[config.mk]
export PLATFORM = sky130hd
export DESIGN_NAME = instruction_issue_unit
export DESIGN_NICKNAME = d
export VERILOG_FILES = /design/src/rtl/instruction_issue_unit.sv
export SDC_FILE = /design/constraint.sdc
export NUM_CORES = 1
export LEC_CHECK = 0
export BUFFER_PORTS_ARGS = -buffer_cell sky130_fd_sc_hd__buf_4
export CAP_MARGIN = 20
export CORE_MARGIN = 2
export CORE_UTILIZATION = 55
export DETAILED_ROUTE_END_ITERATION = 8
export PLACE_DENSITY_LB_ADDON = 0.15
export SKIP_CTS_REPAIR_TIMING = 1
export SLEW_MARGIN = 10
export SYNTH_ARGS = -nofsm -noshare
export SYNTH_HDL_FRONTEND = slang
export SYNTH_SLANG_ARGS = --single-unit
export TNS_END_PERCENT = 50
[constraint.sdc]
create_clock -name clk -period 2.75 [get_ports clk]
set_input_delay 0 -clock clk [delete_from_list [all_inputs] [get_ports clk]]
set_output_delay 0 -clock clk [all_outputs]
set_load 0.01 [all_outputs]
[src/rtl/instruction_issue_unit.sv]
// instruction_issue_unit
//   Buffers program words pushed by a loader in a DEPTH-entry FIFO and feeds
//   them to the core one at a time. Each word is presented with a one-cycle
//   read strobe. The next word is not issued until the core acknowledges the
//   current one with done_in, or until the wait times out.
//
// Ports
//   clk             : clock, rising edge
//   resetn          : synchronous reset, active HIGH (1 = reset)
//   wr_en/wr_data   : loader push
//   flush           : clear FIFO, abort any in-flight wait
//   enable          : allow new issues
//   done_in         : core completion acknowledge
//   instruction_out : word presented to the core
//   read_out        : one-cycle strobe, instruction_out valid
//   full/empty/count: FIFO status, from the registered occupancy
//   issued_count    : number of acknowledged instructions (wraps)
//   overflow_err    : sticky, push attempted while full
//   timeout_err     : sticky, no done_in within TIMEOUT cycles
module instruction_issue_unit #(
  parameter int DEPTH   = 16,
  parameter int ADDR_W  = 4,
  parameter int TIMEOUT = 64
) (
  input  logic              clk,
  input  logic              resetn,
  input  logic              wr_en,
  input  logic [31:0]       wr_data,
  input  logic              flush,
  input  logic              enable,
  input  logic              done_in,
  output logic [31:0]       instruction_out,
  output logic              read_out,
  output logic              full,
  output logic              empty,
  output logic [ADDR_W:0]   count,
  output logic [15:0]       issued_count,
  output logic              overflow_err,
  output logic              timeout_err
);

  localparam int TW = (TIMEOUT > 2) ? $clog2(TIMEOUT) : 1;

  typedef enum logic {IDLE, WAIT} state_e;

  state_e            state_q, state_d;
  logic [31:0]       mem_q [DEPTH];
  logic [ADDR_W-1:0] wr_ptr_q, rd_ptr_q;
  logic [ADDR_W:0]   count_q, count_d;
  logic [31:0]       instr_q, instr_d;
  logic              read_q, read_d;
  logic [TW-1:0]     timer_q, timer_d;
  logic [15:0]       issued_q, issued_d;
  logic              ovf_q, ovf_d;
  logic              to_q, to_d;
  logic              push, pop, is_full;

  assign is_full = (count_q == (ADDR_W+1)'(DEPTH));
  // A push against a full FIFO is dropped even if a pop frees a slot
  // on the same edge: acceptance looks only at the registered count.
  assign push    = wr_en && !is_full;

  always_comb begin
    state_d  = state_q;
    instr_d  = instr_q;
    read_d   = 1'b0;
    timer_d  = timer_q;
    issued_d = issued_q;
    ovf_d    = ovf_q | (wr_en & is_full);
    to_d     = to_q;
    pop      = 1'b0;
    unique case (state_q)
      IDLE: begin
        if (enable && count_q != '0) begin
          instr_d = mem_q[rd_ptr_q];
          read_d  = 1'b1;
          pop     = 1'b1;
          timer_d = '0;
          state_d = WAIT;
        end
      end
      WAIT: begin
        // done_in counts even on the strobe cycle itself.
        if (done_in) begin
          issued_d = issued_q + 16'd1;
          state_d  = IDLE;
        end else if (timer_q == TW'(TIMEOUT-1)) begin
          to_d    = 1'b1;
          state_d = IDLE;
        end else begin
          timer_d = timer_q + TW'(1);
        end
      end
      default: state_d = IDLE;
    endcase
    count_d = count_q + (ADDR_W+1)'(push) - (ADDR_W+1)'(pop);
  end

  always_ff @(posedge clk) begin
    if (resetn) begin
      state_q  <= IDLE;
      wr_ptr_q <= '0;
      rd_ptr_q <= '0;
      count_q  <= '0;
      instr_q  <= '0;
      read_q   <= 1'b0;
      timer_q  <= '0;
      issued_q <= '0;
      ovf_q    <= 1'b0;
      to_q     <= 1'b0;
    end else if (flush) begin
      // Flush drops queued words and any wait; counters and flags survive.
      state_q  <= IDLE;
      wr_ptr_q <= '0;
      rd_ptr_q <= '0;
      count_q  <= '0;
      read_q   <= 1'b0;
      timer_q  <= '0;
    end else begin
      state_q  <= state_d;
      count_q  <= count_d;
      instr_q  <= instr_d;
      read_q   <= read_d;
      timer_q  <= timer_d;
      issued_q <= issued_d;
      ovf_q    <= ovf_d;
      to_q     <= to_d;
      if (push) wr_ptr_q <= wr_ptr_q + ADDR_W'(1);
      if (pop)  rd_ptr_q <= rd_ptr_q + ADDR_W'(1);
    end
  end

  // Storage needs no reset; occupancy decides what is valid.
  always_ff @(posedge clk) begin
    if (!resetn && !flush && push) mem_q[wr_ptr_q] <= wr_data;
  end

  assign instruction_out = instr_q;
  assign read_out        = read_q;
  assign full            = is_full;
  assign empty           = (count_q == '0);
  assign count           = count_q;
  assign issued_count    = issued_q;
  assign overflow_err    = ovf_q;
  assign timeout_err     = to_q;

endmodule

## Word level (Yosys, flattened, before mapping)

Memory sizes are Yosys's and may differ from the RTL's. A register that Yosys moved wholly into a read port is not among the register bits.
Index checks and enable logic that the tools add are counted.

- Output and inout bits: 58
- Register bits after elaboration: 39
- Logic and storage cells: 51
- Memories: 1
- Bits in writable memories: 512
- Input bits: 38

Memory list:

| memory | depth | bits a word | rd ports | clocked after Yosys merged registers in | wr ports | line | text |
|---|---|---|---|---|---|---|---|
| mem_q | 16 | 32 | 1 | 1 | 1 | 47 | `logic [31:0] mem_q [DEPTH];` |

- Equal/unequal tests: 5
- Muxes and demuxes: 11
- Bitwise logic cells: 5
- Add/sub/neg operators: 6
- Reductions and logical operators: 14

Operator list:

| operator | number |
|---|---|
| two-way mux 6 bit | 3 |
| adder 16 x 1 -> 16 bit, second input constant | 1 |
| case mux 6 bit (2 select lines) | 1 |
| AND reduction 3 bit | 3 |
| adder 4 x 1 -> 4 bit, second input constant | 2 |
| adder 6 x 1 -> 6 bit, second input constant | 1 |
| equality test 6 bit, second input constant | 1 |
| two-way mux 1 bit | 6 |
| != test 2 bit, second input constant | 3 |
| adder 5 x 1 -> 5 bit | 1 |
| equality test 5 bit, second input constant | 1 |
| logical NOT 5 bit | 1 |
| nonzero test 5 bit | 1 |
| subtractor 5 x 1 -> 5 bit | 1 |
| logical AND 1 bit | 4 |
| AND reduction 4 bit | 1 |
| logical NOT 1 bit | 3 |
| NOT 1 bit | 3 |
| case mux 1 bit (2 select lines) | 1 |
| OR reduction 2 bit | 1 |
| bitwise AND 1 bit | 1 |
| OR 1 bit | 1 |

## Depth between registers and ports, before layout

Gate-level depths: netlist (run 1).

- Depth after elaboration: 6
- Gate-level depth with buffers: 15
- Gate-level depth less buffers: 14

## Worst setup path after synthesis (run 1)

Ideal clock, no wire load.

- Path kind: register to register
- From: register count_q[2] (netlist: count[2])
- To: memory mem_q[12][0], enable pin
- Data required time: 2329 ps
- Period minus slack after synthesis: 3047 ps
- Slack: -297 ps
- Arrival: 2626 ps
- Stages on the path, launching flop included: 8
- Cells stage by stage: dfxtp_1 inv_1 ha_1 nand4bb_1 and2_1 clkbuf_1 nand2_1 nor2_1

- Longest elaborated chain between the ends: 6

Ends and longest elaborated chain:

| item | line | text |
|---|---|---|
| start: declaration | 49 | `logic [ADDR_W:0] count_q, count_d;` |
| start signal: assignment | 121 | `count_q <= count_d;` |
| equality test 5 bit | 58 | `assign is_full = (count_q == (ADDR_W+1)'(DEPTH));` |
| logical NOT 1 bit | 61 | `assign push = wr_en && !is_full;` |
| logical AND 1 bit | 61 |  |
| logical AND 1 bit | 135 | `if (!resetn && !flush && push) mem_q[wr_ptr_q] <= wr_data;` |
| two-way mux 1 bit | 135 |  |
| two-way mux 1 bit (not written as such) | 135 |  |
| end: declaration | 47 |  |

Every way passes these cells.

## Final worst setup path (run 1)

- From: register count_q[2] (netlist: count[2])
- To: register count_q[4] (netlist: count[4])

- Longest elaborated chain between the ends: 5
- Elaborated cells on any way between the ends: 9
- Classes of those cells: 2 x add/sub; 1 x eq/ne; 2 x mux; 4 x reduce/logical

Ends and longest elaborated chain:

| item | line | text |
|---|---|---|
| nonzero test 5 bit | 74 | `if (enable && count_q != '0) begin` |
| logical AND 1 bit | 74 |  |
| two-way mux 1 bit | 74 |  |
| two-way mux 1 bit | 72 | `unique case (state_q)` |
| via pop | 56 | `logic push, pop, is_full;` |
| subtractor 5 x 1 -> 5 bit | 96 | `count_d = count_q + (ADDR_W+1)'(push) - (ADDR_W+1)'(pop);` |

The timed path passes the listed nets, and every way through them passes these cells.
A chain may end at the register's enable or synchronous reset.

==> results.md, run 1 <==
- Fraction of layout cells with a size suffix above 1: 31.1%
- Post-Synthesis Net Count: 1153
- RSZ-0062 raised after global routing: false
- Worst rel slew slack: 56.7%
- Post-route DRC: 0
- Detailed Route WL: 46500 um
- Highest clock rate: 0.381 GHz
- Syn Inst Count: 1101
- Initial Util: 55.9%
- CP arrival: 3.10 ns
- Outcome: complete, no violations
- Placeable Area: 39900 sq um
- Synth Flop Type: edfxtp_1
- Critical Path End Type: flop
- YS warnings: 0
- Period Utilization, post-route: 95.3%
- Clk slew on worst S/H paths: 0.06 ns
- Top post-synthesis cells by area: edfxtp_1, mux4_2, dfxtp_1, mux2i_1, a21o_1
- Ant. Diodes: 0
- Top post-synthesis cells by count: edfxtp_1, mux4_2, dfxtp_1, mux2i_1, nor2_1
- Port Buffers: 95
- Ports: 96
- Simple-gate share of the synthesized area: 2.91%
- Post-layout util: 66.6%
- Worst EP required: 3.22 ns
- EDFF count, synth: 512
- Antenna violations before repair: 1
- Peak supply drop: 573 uV
- Die area: 42200 sq um
- FP Rows: 73
- Synth Area in Compound Gates: 2.78%
- Area Growth Syn to Fin: 19.3%
- Critical path class: reg2reg
- Max-cap check violation count: 0
- Via count: 11.1k
- Clock tree buffer depth: 3
- Area of placed instances: 24200 sq um
- CTS Root Cell: clkbuf_16
- GRT Overall Usage: 22.6%
- DR iter-0 viols: 966
- Post-synthesis register bit count: 583
- RD Place Congestion: 0.769
- CTS sink cnt: 583
- XOR/XNOR share of the synthesized area: 0.746%
- Post-detail-place hpwl: 25400 um
- Netlist cell types: 49
- Cell taking the most area after synthesis: edfxtp_1
- Static Leak: 0.00875 uW
- Total power density per cell area: 755 nW/um^2
- Worst setup SP type: flop
- Drt wl/cell: 24.9 um
- CTS Buf Count: 56
- Average size of a mapped cell: 20.2 sq um
- Worst min-delay path category: in2reg
- Final Cell Area: 26600 sq um
- Sequential share of the synthesized area: 75.3%
- Post-synthesis mux area share: 15.9%
- Worst-case clock skew: 0.0251 ns
- Tot Pwr: 20100 uW
- First-pass GRT wire length: 68900 um
- Avg Vias per Cell: 5.96
- Mapped cell area: 22300 sq um
- Cell with the most instances after synthesis: edfxtp_1
- Asr flop ratio synth: 0%
- Layout Cells excl Fill: 1868
- Inst Count DP: 1728
- Final setup fails: 0
- Nets: 1353
- Die Width: 205 um
- Setup TNS: 0 ns
- Number of global-route vias before repair: 11.1k
- Routed Antenna Nets: 0
- Total gr overflow: 0
- Area share of fa/ha/maj cells after synthesis: 0.819%
- First-pass DRT Iterations: 5
- Slew Viols, Final: 0
- Vert. Die Dim: 205 um
- Fin. Hold Viols: 0
- CTS tree: built
- Largest net degree at the start of global routing: 54
- Worst-path fanout max: 2
- Largest family of logic cells by synthesized area: multiplexers
- Clock Latency Late Sink: 0.61 ns
- Worst-Margin Slew: 0.650 ns
- H-Tree Depth: 2
- Share of the synthesized area in the top cell type: 69.0%
- Minimum clock period: 2.62 ns
[routing by layer]
layer | up-vias | global-route usage, % | wire length (um)
met5 | - | 0 | 7
met4 | 2 | 6.09 | 879
met3 | 61 | 3.71 | 2390
met2 | 308 | 37.8 | 23400
met1 | 5862 | 31.4 | 19800
li1 | 4902 | - | -
[layout by cell type, fill, tap and decap left out, drive strengths merged, types with 2 or more instances in the layout]
master	synthesis	layout
a21o	32	32
nor4	2	2
nand2b	4	4
xor2	11	11
inv	17	17
o21ai	5	5
dlygate4sd3	0	39
ha	13	13
mux2i	64	64
nand3	22	22
nor3	7	7
mux2	2	2
clkinv	0	15
clkbuf	12	73
o22ai	31	31
edfxtp	512	512
xnor2	8	8
nor2	49	49
a31oi	5	5
nand4	5	5
nand4b	2	2
nor2b	3	3
or3	4	4
and3	4	4
nand2	16	16
clkinvlp	0	5
a21oi	15	15
buf	42	157
dfxtp	71	71
mux4	128	128
bufinv	0	7
a31o	2	2
and2	2	2
[through the flow]
stage	hold WS (ns)	setup WS [ns]
after floorplan	0.0989	-0.297
after global placement	0.288	-0.0153
after detailed placement	0.297	-0.0668
after CTS	-0.347	-0.0733
after global routing	0.0855	0.0356
final	0.0549	0.128
[critical path, stage by stage, from the launching register on]
cell	delay, ns
dfxtp_2	0.32
inv_2	0.07
ha_4	0.13
or4b_4	0.47
nand2_4	0.10
inv_4	0.04
ha_4	0.20
inv_1	0.05
ha_2	0.18
inv_2	0.04
fa_2	0.38
nand2b_4	0.15
a21oi_4	0.15
o21ai_2	0.06
nor3b_2	0.15
[kinds of logic after synthesis]
group | count (synthesis)
flip-flops | 583
multiplexers | 194
AND/OR/NAND/NOR | 127
AO/OA/AOI/OAI | 93
buffers and inverters | 71
XOR/XNOR | 19
adder cells (fa/ha/maj) | 14
[final timing paths]
check / slack, ns / startpoint / end / cells past startpoint
min reg2reg: 0.45 / instruction_out[1] / instruction_out[1] / 1
min: 0.05 / enable / rd_ptr_q[3] / 6
max: 0.13 / count[2] / count[4] / 14
max reg2reg: 0.13 / count[2] / count[4] / 14
[layout make-up]
type                            count  area [sq um]
Multi-Input combinational cell    447          5350
Fill cell                        2620         13300
Clock inverter                     27           332
Tap cell                          525           657
Timing Repair Buffer              196          1820
Inverter                           17          66.3
Sequential cell                   583         16800
Clock buffer                       73          1560
[flip-flops by register name (all words and copies together), names as in the netlist]
register         cells
mem_q              512
instruction_out     32
issued_count        16
timer_q              6
count                5
rd_ptr_q             4
wr_ptr_q             4
overflow_err         1
read_out             1
state_q              1
timeout_err          1
[report_power, final]
part	total, uW	switching, uW	internal, uW	leakage, uW
Combinational	2390	1140	1250	0.00265
Clock	7800	3170	4630	0.000919
Sequential	9880	103	9780	0.00518
Total	20100	4420	15700	0.00875
No activity file was read; power rests on OpenSTA's default activity.
==> run 2: changes to the inputs <==
--- a/config.mk
+++ b/config.mk
@@ -5,10 +5,11 @@
 export SDC_FILE = /design/constraint.sdc
 export NUM_CORES = 1
 export LEC_CHECK = 0
+export ABC_AREA = 1
 export BUFFER_PORTS_ARGS = -buffer_cell sky130_fd_sc_hd__buf_4
 export CAP_MARGIN = 20
 export CORE_MARGIN = 2
-export CORE_UTILIZATION = 55
+export CORE_UTILIZATION = 56
 export DETAILED_ROUTE_END_ITERATION = 8
 export PLACE_DENSITY_LB_ADDON = 0.15
 export SKIP_CTS_REPAIR_TIMING = 1
==> results.md, run 2 <==
- Largest net degree at the start of global routing: 180
- Critical Path End Type: flop
- Leading cell type in the layout, fill and taps excluded: nand2_1
- H-Tree Depth: 2
- Post-synthesis register bit count: 583
- CTS tree: built
- Slowest CP cell: fa_1
- Final setup fails: 0
- Synth Flop Type: edfxtp_1
- Port Buffers: 95
- CP dominant cell by count: inv_1
- Die area: 46100 sq um
- Fraction of layout cells with a size suffix above 1: 10.5%
- Mapped cell area: 24900 sq um
- Final Worst Setup Slack: 0.225 ns
- Setup TNS: 0 ns
- DR iter-0 viols: 1645
- Critical path class: reg2reg
- Drt wl/cell: 18.2 um
- Via count: 17.1k
- Layout Cells excl Fill: 3233
- Synth Area in Compound Gates: 1.60%
- Max-cap check violation count: 0
- First-pass GRT wire length: 91600 um
- Netlist cell types: 31
- Most frequent cells in the layout: nand2_1, edfxtp_1, nand3_1
- Sequential share of the synthesized area: 67.6%
- Minimum clock period: 2.53 ns
- Asr flop ratio synth: 0%
- Worst setup SP type: flop
- Die Width: 215 um
- GRT Overall Usage: 25.6%
- Average size of a mapped cell: 10.1 sq um
- Outcome: complete, no violations
- CP arrival: 3.03 ns
- Syn Inst Count: 2461
- Nets: 2647
- Area Growth Syn to Fin: 15.3%
- Area share of fa/ha/maj cells after synthesis: 0.735%
- Clk slew on worst S/H paths: 0.06 ns
- Routed Antenna Nets: 0
- Ports: 96
- Worst rel slew slack: 42.8%
- Clock tree buffer depth: 3
- Post-route DRC: 0
- Share of the synthesized area in the top cell type: 61.9%
- Post-Synthesis Net Count: 2513
- CTS Root Cell: clkbuf_16
- FP Rows: 77
- Antenna violations before repair: 0
- Worst slack at placement: 0.271 ns
- Top post-synthesis cells by area: edfxtp_1, nand2_1, nand3_1, dfxtp_1, inv_1
- Total power density per cell area: 739 nW/um^2
- YS warnings: 0
- Initial Util: 56.5%
- RSZ-0062 raised after global routing: false
- Area of placed instances: 26500 sq um
- Clock Latency Late Sink: 0.62 ns
- Simple-gate share of the synthesized area: 22.2%
- Final Cell Area: 28700 sq um
- Max reg flops: 512
- Detailed Route WL: 58800 um
- Inst Count DP: 3088
- Wire length on met1: 24400 um
- Worst EP required: 3.26 ns
- Static Leak: 0.0119 uW
- Fin. Hold Viols: 0
- Cell taking the most area after synthesis: edfxtp_1
- Top post-synthesis cells by count: nand2_1, edfxtp_1, nand3_1, inv_1, dfxtp_1
- XOR/XNOR share of the synthesized area: 0.176%
- CTS Buf Count: 58
- Worst min-delay path category: in2reg
- Cell with the most instances after synthesis: nand2_1
- EDFF count, synth: 512
- DR WL met2: 28700 um
- Worst reg2reg path startpoint: count[2]
- DR top layer: met4
- First-pass DRT Iterations: 5
- Hold WS: 0.171 ns
- Avg Vias per Cell: 5.29
- Placeable Area: 44000 sq um
- Met3 WL post-DR: 3710 um
- Ant. Diodes: 0
- Worst-Margin Slew: 0.858 ns
- Hold_sp: resetn
- Post-detail-place hpwl: 32900 um
- Vert. Die Dim: 215 um
- Period Utilization, post-route: 91.8%
- RD Place Congestion: 0.814
- Biggest register: mem_q
- Peak supply drop: 639 uV
- Post-synthesis mux area share: 0%
- CTS sink cnt: 583
- CP Launch Point: count[2]
- Worst-path fanout max: 4
- Total gr overflow: 0
- Slew Viols, Final: 0
- Max incr delay on CP: 0.43 ns
- Critical-path cell list: inv_1 -> ha_1 -> nand4_1 -> nand3_2 -> inv_1 -> ha_1 -> inv_1 -> ha_1 -> inv_1 -> fa_1 -> inv_1 -> a21oi_1 -> nor2_1 -> nor2_1 -> o21ai_0 -> a21oi_1
- Highest clock rate: 0.396 GHz
- R2R Setup Slk: 0.22 ns
- Number of global-route vias before repair: 16.8k
- Largest family of logic cells by synthesized area: simple AND/OR/NAND/NOR gates
- Worst-case clock skew: 0.0262 ns
## run 2: changes by cell type after synthesis, sizes merged, moves of 6 or more
cell and change:
nand2 +867, nand3 +354, inv +322, mux4 -128, mux2i -64, buf +53, o21ai +40, a21o -32
o22ai -31, clkbuf +16, a21oi +11, xnor2 -8, xor2 -6
## run 2: worst max-delay path: cells and delay by family, from the launching register on
kind                       cells  cell delay (ns)
adders and majority gates      4             1.06
buffers and inverters          5             0.39
and+or+nand+nor                4             0.36
DFF                            1             0.35
AOI/OAI and AO/OA              3             0.25
## run 2: cell families (layout without fill, tap and decap cells)
| kind of cell | after synthesis | in the layout |
|---|---|---|
| AND/OR/NAND/NOR | 1319 | 1319 |
| flip-flops | 583 | 583 |
| buffers and inverters | 463 | 643 |
| AO/OA/AOI/OAI | 77 | 77 |
| adder cells (fa/ha/maj) | 14 | 14 |
| XOR/XNOR | 5 | 5 |
## run 2: layout make-up
type | count | area, sq um
Clock buffer | 83 | 1660
Sequential cell | 583 | 16800
Inverter | 340 | 1280
Timing Repair Buffer | 197 | 1780
Multi-Input combinational cell | 1415 | 6270
Tap cell | 592 | 741
Clock inverter | 23 | 114
Fill cell | 3424 | 15400
## run 2: path summary, 6_finish.rpt
| path | endpoint | cells past startpoint |
|---|---|---|
| max | count[4] | 16 |
| min | issued_count[11] | 3 |
| max reg2reg | count[4] | 16 |
| min reg2reg | timeout_err | 2 |
## run 2: per-stage QoR
step           total power, uW  util [%]
6_report                 21200      65.1
5_1_grt                  22100      65.1
4_1_cts                  21300      64.2
3_5_place_dp             13900      60.2
3_3_place_gp             13900      60.2
2_1_floorplan            12600         -
## run 2: routing by layer
| metal | GRT usage [%] | vias up |
|---|---|---|
| li1 | - | 8267 |
| met1 | 33.4 | 8147 |
| met2 | 43.6 | 560 |
| met3 | 3.42 | 125 |
| met4 | 10.0 | 0 |
| met5 | 0 | - |
## run 2: where the power goes
group          internal [uW]  leakage [uW]  switching [uW]
Combinational           1270       0.00588            2500
Clock                   4160      0.000874            3220
Sequential              9870       0.00518             163
